--- config.mk ---
export PLATFORM = sky130hd
export DESIGN_NAME = rv32i_mc_control_unit
export DESIGN_NICKNAME = d
export VERILOG_FILES = /design/src/rtl/rv32i_pkg.sv /design/src/rtl/rv32i_alu_decoder.sv /design/src/rtl/rv32i_mc_control_unit.sv
export SDC_FILE = /design/constraint.sdc
export NUM_CORES = 1
export LEC_CHECK = 0
export BUFFER_PORTS_ARGS = -buffer_cell sky130_fd_sc_hd__buf_2
export CAP_MARGIN = 20
export CORE_MARGIN = 4
export CORE_UTILIZATION = 40
export CTS_BUF_LIST = sky130_fd_sc_hd__clkbuf_16
export CTS_CLUSTER_SIZE = 20
export DETAILED_ROUTE_END_ITERATION = 10
export PLACE_DENSITY = 0.83
export RECOVER_POWER = 50
export SLEW_MARGIN = 40
export SYNTH_ARGS = -nofsm -noshare
export SYNTH_HDL_FRONTEND = slang
export SYNTH_SLANG_ARGS = --single-unit
export TNS_END_PERCENT = 50
--- constraint.sdc ---
create_clock -name clk -period 2.67 [get_ports clk]
set_input_delay 0.6675 -clock clk [delete_from_list [all_inputs] [get_ports clk]]
set_output_delay 0.6675 -clock clk [all_outputs]
set_load 0.005 [all_outputs]
--- src/rtl/rv32i_pkg.sv ---
// Shared encodings for the RV32I multi-cycle control path: opcodes, FSM states,
// write-back and next-PC select codes, and the ALU operation constants.
package rv32i_pkg;

  localparam logic [6:0] OP_R     = 7'b0110011;
  localparam logic [6:0] OP_I     = 7'b0010011;
  localparam logic [6:0] OP_B     = 7'b1100011;
  localparam logic [6:0] OP_LUI   = 7'b0110111;
  localparam logic [6:0] OP_AUIPC = 7'b0010111;
  localparam logic [6:0] OP_JAL   = 7'b1101111;
  localparam logic [6:0] OP_JALR  = 7'b1100111;
  localparam logic [6:0] OP_S     = 7'b0100011;
  localparam logic [6:0] OP_L     = 7'b0000011;

  typedef enum logic [3:0] {
    FETCH, DECODE, R_EXE, I_EXE, B_EXE, LU_EXE, AU_EXE, J_EXE, JL_EXE,
    S_EXE, S_MEM, L_EXE, L_MEM, L_WB
  } state_e;

  typedef enum logic [2:0] {
    RFWD_ALU    = 3'd0,
    RFWD_DMEM   = 3'd1,
    RFWD_IMM    = 3'd2,
    RFWD_PC_IMM = 3'd3,
    RFWD_PC_4   = 3'd4
  } rfwd_sel_e;

  typedef enum logic [1:0] {
    PC_PLUS4  = 2'd0,
    PC_BRANCH = 2'd1,
    PC_JALR   = 2'd2
  } pc_sel_e;

  localparam logic [3:0] ALU_ADD = 4'b0000;
  localparam logic [3:0] ALU_SUB = 4'b1000;
  // Only the right shifts keep funct7[5] for I-type; elsewhere it is immediate data.
  localparam logic [2:0] F3_SR   = 3'b101;

endpackage

--- src/rtl/rv32i_alu_decoder.sv ---
// Maps {opcode, funct3, funct7[5]} to the 4-bit ALU operation code.
module rv32i_alu_decoder
  import rv32i_pkg::*;
(
  input  logic [6:0] opcode,
  input  logic [2:0] funct3,
  input  logic       funct7_5,
  output logic [3:0] alu_control
);

  always_comb begin
    alu_control = ALU_ADD;
    case (opcode)
      OP_R:    alu_control = {funct7_5, funct3};
      OP_I:    alu_control = (funct3 == F3_SR) ? {funct7_5, funct3} : {1'b0, funct3};
      OP_B:    alu_control = ALU_SUB;
      default: alu_control = ALU_ADD;
    endcase
  end

endmodule

--- src/rtl/rv32i_mc_control_unit.sv ---
// Multi-cycle RV32I control FSM: FETCH, DECODE, then a per-type execute/memory/
// write-back sequence. Outputs are decoded from the current state and instruction.
module rv32i_mc_control_unit
  import rv32i_pkg::*;
#(
  parameter int XLEN = 32
) (
  input  logic            clk,
  input  logic            reset,
  input  logic [XLEN-1:0] instr_code,
  input  logic            btaken,
  output logic            pc_en,
  output logic            reg_we,
  output logic            alu_src_sel,
  output logic [3:0]      alu_control,
  output logic [2:0]      rfwd_src_sel,
  output logic [1:0]      pc_src_sel,
  output logic            dmem_we,
  output logic            illegal_instr
);

  state_e     state;
  state_e     next_state;
  rfwd_sel_e  rfwd_sel;
  pc_sel_e    pc_sel;
  logic [6:0] opcode;
  logic [3:0] alu_dec;
  logic       unused_instr_bits;

  assign opcode            = instr_code[6:0];
  assign unused_instr_bits = ^{instr_code[XLEN-1:31], instr_code[29:15], instr_code[11:7]};

  rv32i_alu_decoder u_alu_decoder (
    .opcode      (opcode),
    .funct3      (instr_code[14:12]),
    .funct7_5    (instr_code[30]),
    .alu_control (alu_dec)
  );

  always_ff @(posedge clk or negedge reset) begin
    if (!reset) state <= FETCH;
    else        state <= next_state;
  end

  // Every path ends back in FETCH; illegal opcodes skip via PC+4 straight from DECODE.
  always_comb begin
    next_state    = FETCH;
    pc_en         = 1'b0;
    reg_we        = 1'b0;
    alu_src_sel   = 1'b0;
    alu_control   = ALU_ADD;
    rfwd_sel      = RFWD_ALU;
    pc_sel        = PC_PLUS4;
    dmem_we       = 1'b0;
    illegal_instr = 1'b0;
    case (state)
      FETCH: next_state = DECODE;
      DECODE: begin
        case (opcode)
          OP_R:     next_state = R_EXE;
          OP_I:     next_state = I_EXE;
          OP_B:     next_state = B_EXE;
          OP_LUI:   next_state = LU_EXE;
          OP_AUIPC: next_state = AU_EXE;
          OP_JAL:   next_state = J_EXE;
          OP_JALR:  next_state = JL_EXE;
          OP_S:     next_state = S_EXE;
          OP_L:     next_state = L_EXE;
          default: begin
            next_state    = FETCH;
            illegal_instr = 1'b1;
            pc_en         = 1'b1;
          end
        endcase
      end
      R_EXE: begin
        reg_we      = 1'b1;
        pc_en       = 1'b1;
        alu_control = alu_dec;
      end
      I_EXE: begin
        reg_we      = 1'b1;
        pc_en       = 1'b1;
        alu_src_sel = 1'b1;
        alu_control = alu_dec;
      end
      B_EXE: begin
        pc_en       = 1'b1;
        alu_control = alu_dec;
        pc_sel      = btaken ? PC_BRANCH : PC_PLUS4;
      end
      LU_EXE: begin
        reg_we   = 1'b1;
        pc_en    = 1'b1;
        rfwd_sel = RFWD_IMM;
      end
      AU_EXE: begin
        reg_we   = 1'b1;
        pc_en    = 1'b1;
        rfwd_sel = RFWD_PC_IMM;
      end
      J_EXE: begin
        reg_we   = 1'b1;
        pc_en    = 1'b1;
        rfwd_sel = RFWD_PC_4;
        pc_sel   = PC_BRANCH;
      end
      JL_EXE: begin
        reg_we      = 1'b1;
        pc_en       = 1'b1;
        alu_src_sel = 1'b1;
        rfwd_sel    = RFWD_PC_4;
        pc_sel      = PC_JALR;
      end
      S_EXE: begin
        next_state  = S_MEM;
        alu_src_sel = 1'b1;
      end
      S_MEM: begin
        alu_src_sel = 1'b1;
        dmem_we     = 1'b1;
        pc_en       = 1'b1;
      end
      L_EXE: begin
        next_state  = L_MEM;
        alu_src_sel = 1'b1;
      end
      L_MEM: begin
        next_state  = L_WB;
        alu_src_sel = 1'b1;
      end
      L_WB: begin
        alu_src_sel = 1'b1;
        reg_we      = 1'b1;
        rfwd_sel    = RFWD_DMEM;
        pc_en       = 1'b1;
      end
      default: next_state = FETCH;
    endcase
  end

  assign rfwd_src_sel = rfwd_sel;
  assign pc_src_sel   = pc_sel;

endmodule

* After elaboration in Yosys (flattened, before gate mapping) *
Cells that the tools add are included.

storage, ports and cells
  bits in registers = 4
  output and inout bits = 14
  bits in latches = 0
  bits in writable memories = 0
  memories = 0
  input port bits = 35
  logic and storage cells = 45
  bits in read-only memories = 0

cells by class
  $mul = 0
  divide/modulo/power cells = 0
  reductions and logical operators = 7
  add/subtract/negate cells = 0
  bitwise logic cells = 0
  mux-type cells = 14
  eq/ne operators = 23
  shifts and indexed selects = 0
  $lt $le $gt $ge = 0

operator list
  operator            count
  $pmux 4 s9          1
  $eq 4x4->1 const B  6
  $eq 7x6->1 const B  3
  $eq 7x7->1 const B  3
  $pmux 4 s5          1
  $reduce_or 9->1     2
  $eq 4x3->1 const B  4
  $eq 7x5->1 const B  2
  $reduce_or 7->1     2
  $pmux 3 s4          1
  $pmux 4 s3          1
  $eq 4x2->1 const B  2
  $mux 4              2
  $eq 7x2->1 const B  1
  $mux 1              6
  $pmux 2 s3          1
  $eq 4x1->1 const B  1
  $logic_not 4->1     1
  $eq 3x3->1 const B  1
  $reduce_or 3->1     1
  $pmux 1 s2          1
  $reduce_or 2->1     1

* Longest topological paths before layout *
  depth after elaboration = 4
  depth in mapped cells = 5
  mapped depth without buffers = 4

* Modules after synthesis *
From an unflattened synthesis, not the netlist that was laid out.

second synthesis, totals
  cell total of the unflattened synthesis = 90
  area total of the unflattened synthesis = 623.1 sq um

modules (own cells, without submodules)
  module                 instances  area an instance (sq um)  sequential area each (sq um)  cells an instance
  rv32i_mc_control_unit  1          545.5                     100.1                         79
  rv32i_alu_decoder      1          77.6                      0.0                           11

* Worst setup path before layout *
OpenSTA, ideal clock, no wires.

  path type = input to output
  from = in instr_code[5]
  to = out pc_en
  stages = 5
  data required time = 2.003 ns
  arrival time = 1.585 ns
  path slack = 0.418 ns
  path buffers = 1
  path through = buf_4 and4b_1 nand2b_4 a41oi_4 a211o_1

on the way
  word-level cells in the longest chain between the ends = 4
  elaborated cells on any way between the ends = 12
  classes of those cells = eq/ne: 9; mux: 2; reduce/logical: 1

ends and longest elaborated chain
  element                               line                         source
  start, declared                       rv32i_mc_control_unit.sv:10  input logic [XLEN-1:0] instr_code,
  $eq 7x2->1 (tied with other cells)    rv32i_mc_control_unit.sv:59  case (opcode)
  $reduce_or 9->1 (no source line) (*)  n/a
  $mux 1 (*)                            rv32i_mc_control_unit.sv:59
  $pmux 1 s2 (*)                        rv32i_mc_control_unit.sv:56  case (state)
  end, declared                         rv32i_mc_control_unit.sv:12  output logic pc_en,

Mark *: on every way between the ends. The rest lies on a longest branch, timed or not.

* Worst setup path after layout *
  from = in instr_code[4]
  to = out pc_en

The elaborated chain is that of the path after synthesis.

==> impl_metrics.csv <==
group,metric,value,unit
placement,post_dp_cell_area,758,µm²
clocking,cts_resized,0,
critical_path,crit_path_start_kind,"primary input",
global_route,grtUsageTotal,0.140,
clocking,cts_buffer_depth,2,
timing,post-route-min-period,2.52,ns
global_route,grt_pass1_vias,546,
power,vdd_ir_drop_max,659,µV
timing,rsz0062_at_grt,"no",
global_route,use_met3,0.0113,
timing,clock.fmax,397,MHz
global_route,grtUsageMet2,0.224,
yosys,yosysSeqAreaShare,0.157,
yosys,syn_nets,121,
routing,wl_per_cell,12.7,µm
die,io_pins,49,
yosys,ys.flop_type,"dfrtp_1",
finish,syn_to_final_growth,28.0,%
flow_run,maxCapViolCount,0,
timing,hold_viol,0,
routing,ant_nets,0,
clocking,cts.clk_slew.worst_paths,0.03,ns
clocking,cts_tree,"done",
global_route,antenna_found_initial,0,
clocking,cts_hold_buffers,0,
critical_path,critPathArrivalTime,1.85,ns
yosys,yosys-mux-area-fraction,0.0157,
global_route,met1_usage,0.189,
timing,setup-violations-final,0,
die,rows,14,
critical_path,timing.rr.end,"state[2]",
clocking,clock-sinks,4,
clocking,cts_buffers,3,
finish,final_common_cell,"buf_2",
yosys,synth_warnings,0,
yosys,synth-simple-area-share,0.404,
yosys,synthArstFlopShare,1.00,
die,fp.dieW,47.9,µm
min_path,hold_path.class,"in -> async",
timing,slew_violations,0,
clocking,clock-root-buffer,"clkbuf_16",
finish,largest_reg_flops,4,
critical_path,endpoint_kind,"output port",
yosys,synth_cell_types,40,
power,p_leak,0.390,nW
finish,post-route-util,0.542,
placement,dpl.hpwl,1210,µm
finish,reg_top3,"state (4)",
finish,fin_nets,146,
clocking,clkLatencyLatePin,0.22,ns
clocking,cts_setup_buffers,0,
die,start_util,0.424,
finish,drive_gt1_frac,0.275,
routing,drt_wl_total,1590,µm
yosys,synthAdderAreaFrac,0.0176,
timing,layout_worst_path_cycle_share,0.943,
timing,slew_headroom,0.690,
status,status,"finished, final reports clean",
placement,gp_congestion,0.783,
power,powerDensity,565,nW/µm²
critical_path,reg2reg_depth,3,
global_route,grt_pass1_wl,2280,µm
global_route,busiest_layer,"met2",
yosys,synth_top_family_by_area,"simple AND/OR/NAND/NOR gates",
die,core-area,1510,µm²
critical_path,r2r_slack,1.34,ns
yosys,synth_edf_count,0,
routing,initialDrtViolationCount,14,
critical_path,crit_fanout,9,
routing,viasPerCell,5.74,
global_route,grt_overflow,0,
timing,tightest_slew,0.465,ns
timing,skew,0.000263,ns
routing,dr_total_vias,718,
placement,portBuffers,27,
finish,final_cell_mix,"buf_2, a21oi_1, nand2_1, and2_1, clkbuf_1",
critical_path,critical_path_class,"in -> out",
timing,hold_slack,0.262,ns
routing,post-route-drc-count,0,
finish,fin_area,817,µm²
finish,regMostFlops,"state",
yosys,synthXorXnorAreaFrac,0,
yosys,synth_compound_area_frac,0.322,
critical_path,cp.required,2.00,ns
yosys,synth_area_per_cell,7.42,µm²
critical_path,reg2reg_from,"state[1]",
timing,setup-tns-final,0,ns
clocking,h-tree-depth,1,
yosys,syn_area,638,µm²
die,dieArea,2300,µm²
yosys,synth_seq_cells,4,
die,die_h,47.9,µm
routing,firstDrtPassIters,4,
yosys,synthCells,86,
global_route,grt_max_degree,17,
finish,diodes,0,
cells in the mapped netlist, types with 2 or more instances:
library cell	n	share of area
nand3_1	3	0.024
inv_1	3	0.018
nor3b_1	2	0.024
and2_1	6	0.059
and3_1	3	0.029
buf_4	2	0.024
o22ai_1	3	0.029
nand2b_1	3	0.029
nor3_1	3	0.024
dfrtp_1	4	0.16
clkbuf_1	2	0.012
nor2_1	4	0.024
a21o_1	2	0.024
and3b_1	2	0.027
a21oi_1	9	0.071
nand2_1	6	0.035
buf_2	4	0.031
o21ai_0	2	0.016
nor2b_1	2	0.020
worst max-delay path, cell delays in order:
cell and delay [ns]:
buf_2 0.15, and4b_1 0.32, nand2b_4 0.15, a41oi_4 0.13
a211o_1 0.31, buf_2 0.12
metrics by stage:
stage	setup WS, ns	total power [W]	instances
2_1_floorplan	0.418	0.000189	86
3_3_place_gp	0.174	0.000229	122
3_5_place_dp	0.160	0.000235	122
4_1_cts	0.156	0.000469	125
5_1_grt	0.0916	0.000490	125
6_report	0.152	0.000461	125
layer usage:
layer	routed length [µm]	part of all wire
met1	697	0.44
met5	0	0
met2	779	0.49
met4	14	0.0088
met3	93	0.059
power by group:
group / switching, W / internal, W
Sequential: 0.0000317 / 0.0000698
Clock: 0.0000393 / 0.000191
Combinational: 0.0000669 / 0.0000628
Total: 0.000138 / 0.000324
cell families after synthesis:
| group | count (synthesis) |
|---|---|
| AND/OR/NAND/NOR | 41 |
| AO/OA/AOI/OAI | 28 |
| buffers and inverters | 11 |
| flip-flops | 4 |
| multiplexers | 1 |
| adder cells (fa/ha/maj) | 1 |
cell type report:
class | instances | area [µm²]
clock buffer | 3 | 75.1
sequential | 4 | 100
tap | 16 | 20.0
multi-input combinational | 71 | 474
timing repair buffer | 28 | 136
fill | 160 | 689
inverter | 3 | 11.3
worst max-delay path by stage:
stage,startpoint,to,slack [ns],cells past startpoint
floorplan,instr_code[5],pc_en,0.42,5
global placement,instr_code[4],pc_en,0.17,6
detailed placement,instr_code[4],pc_en,0.16,6
CTS,instr_code[4],pc_en,0.16,6
global route,instr_code[4],pc_en,0.09,6
finish,instr_code[4],pc_en,0.15,6
Power figures use the tool's default switching activity.
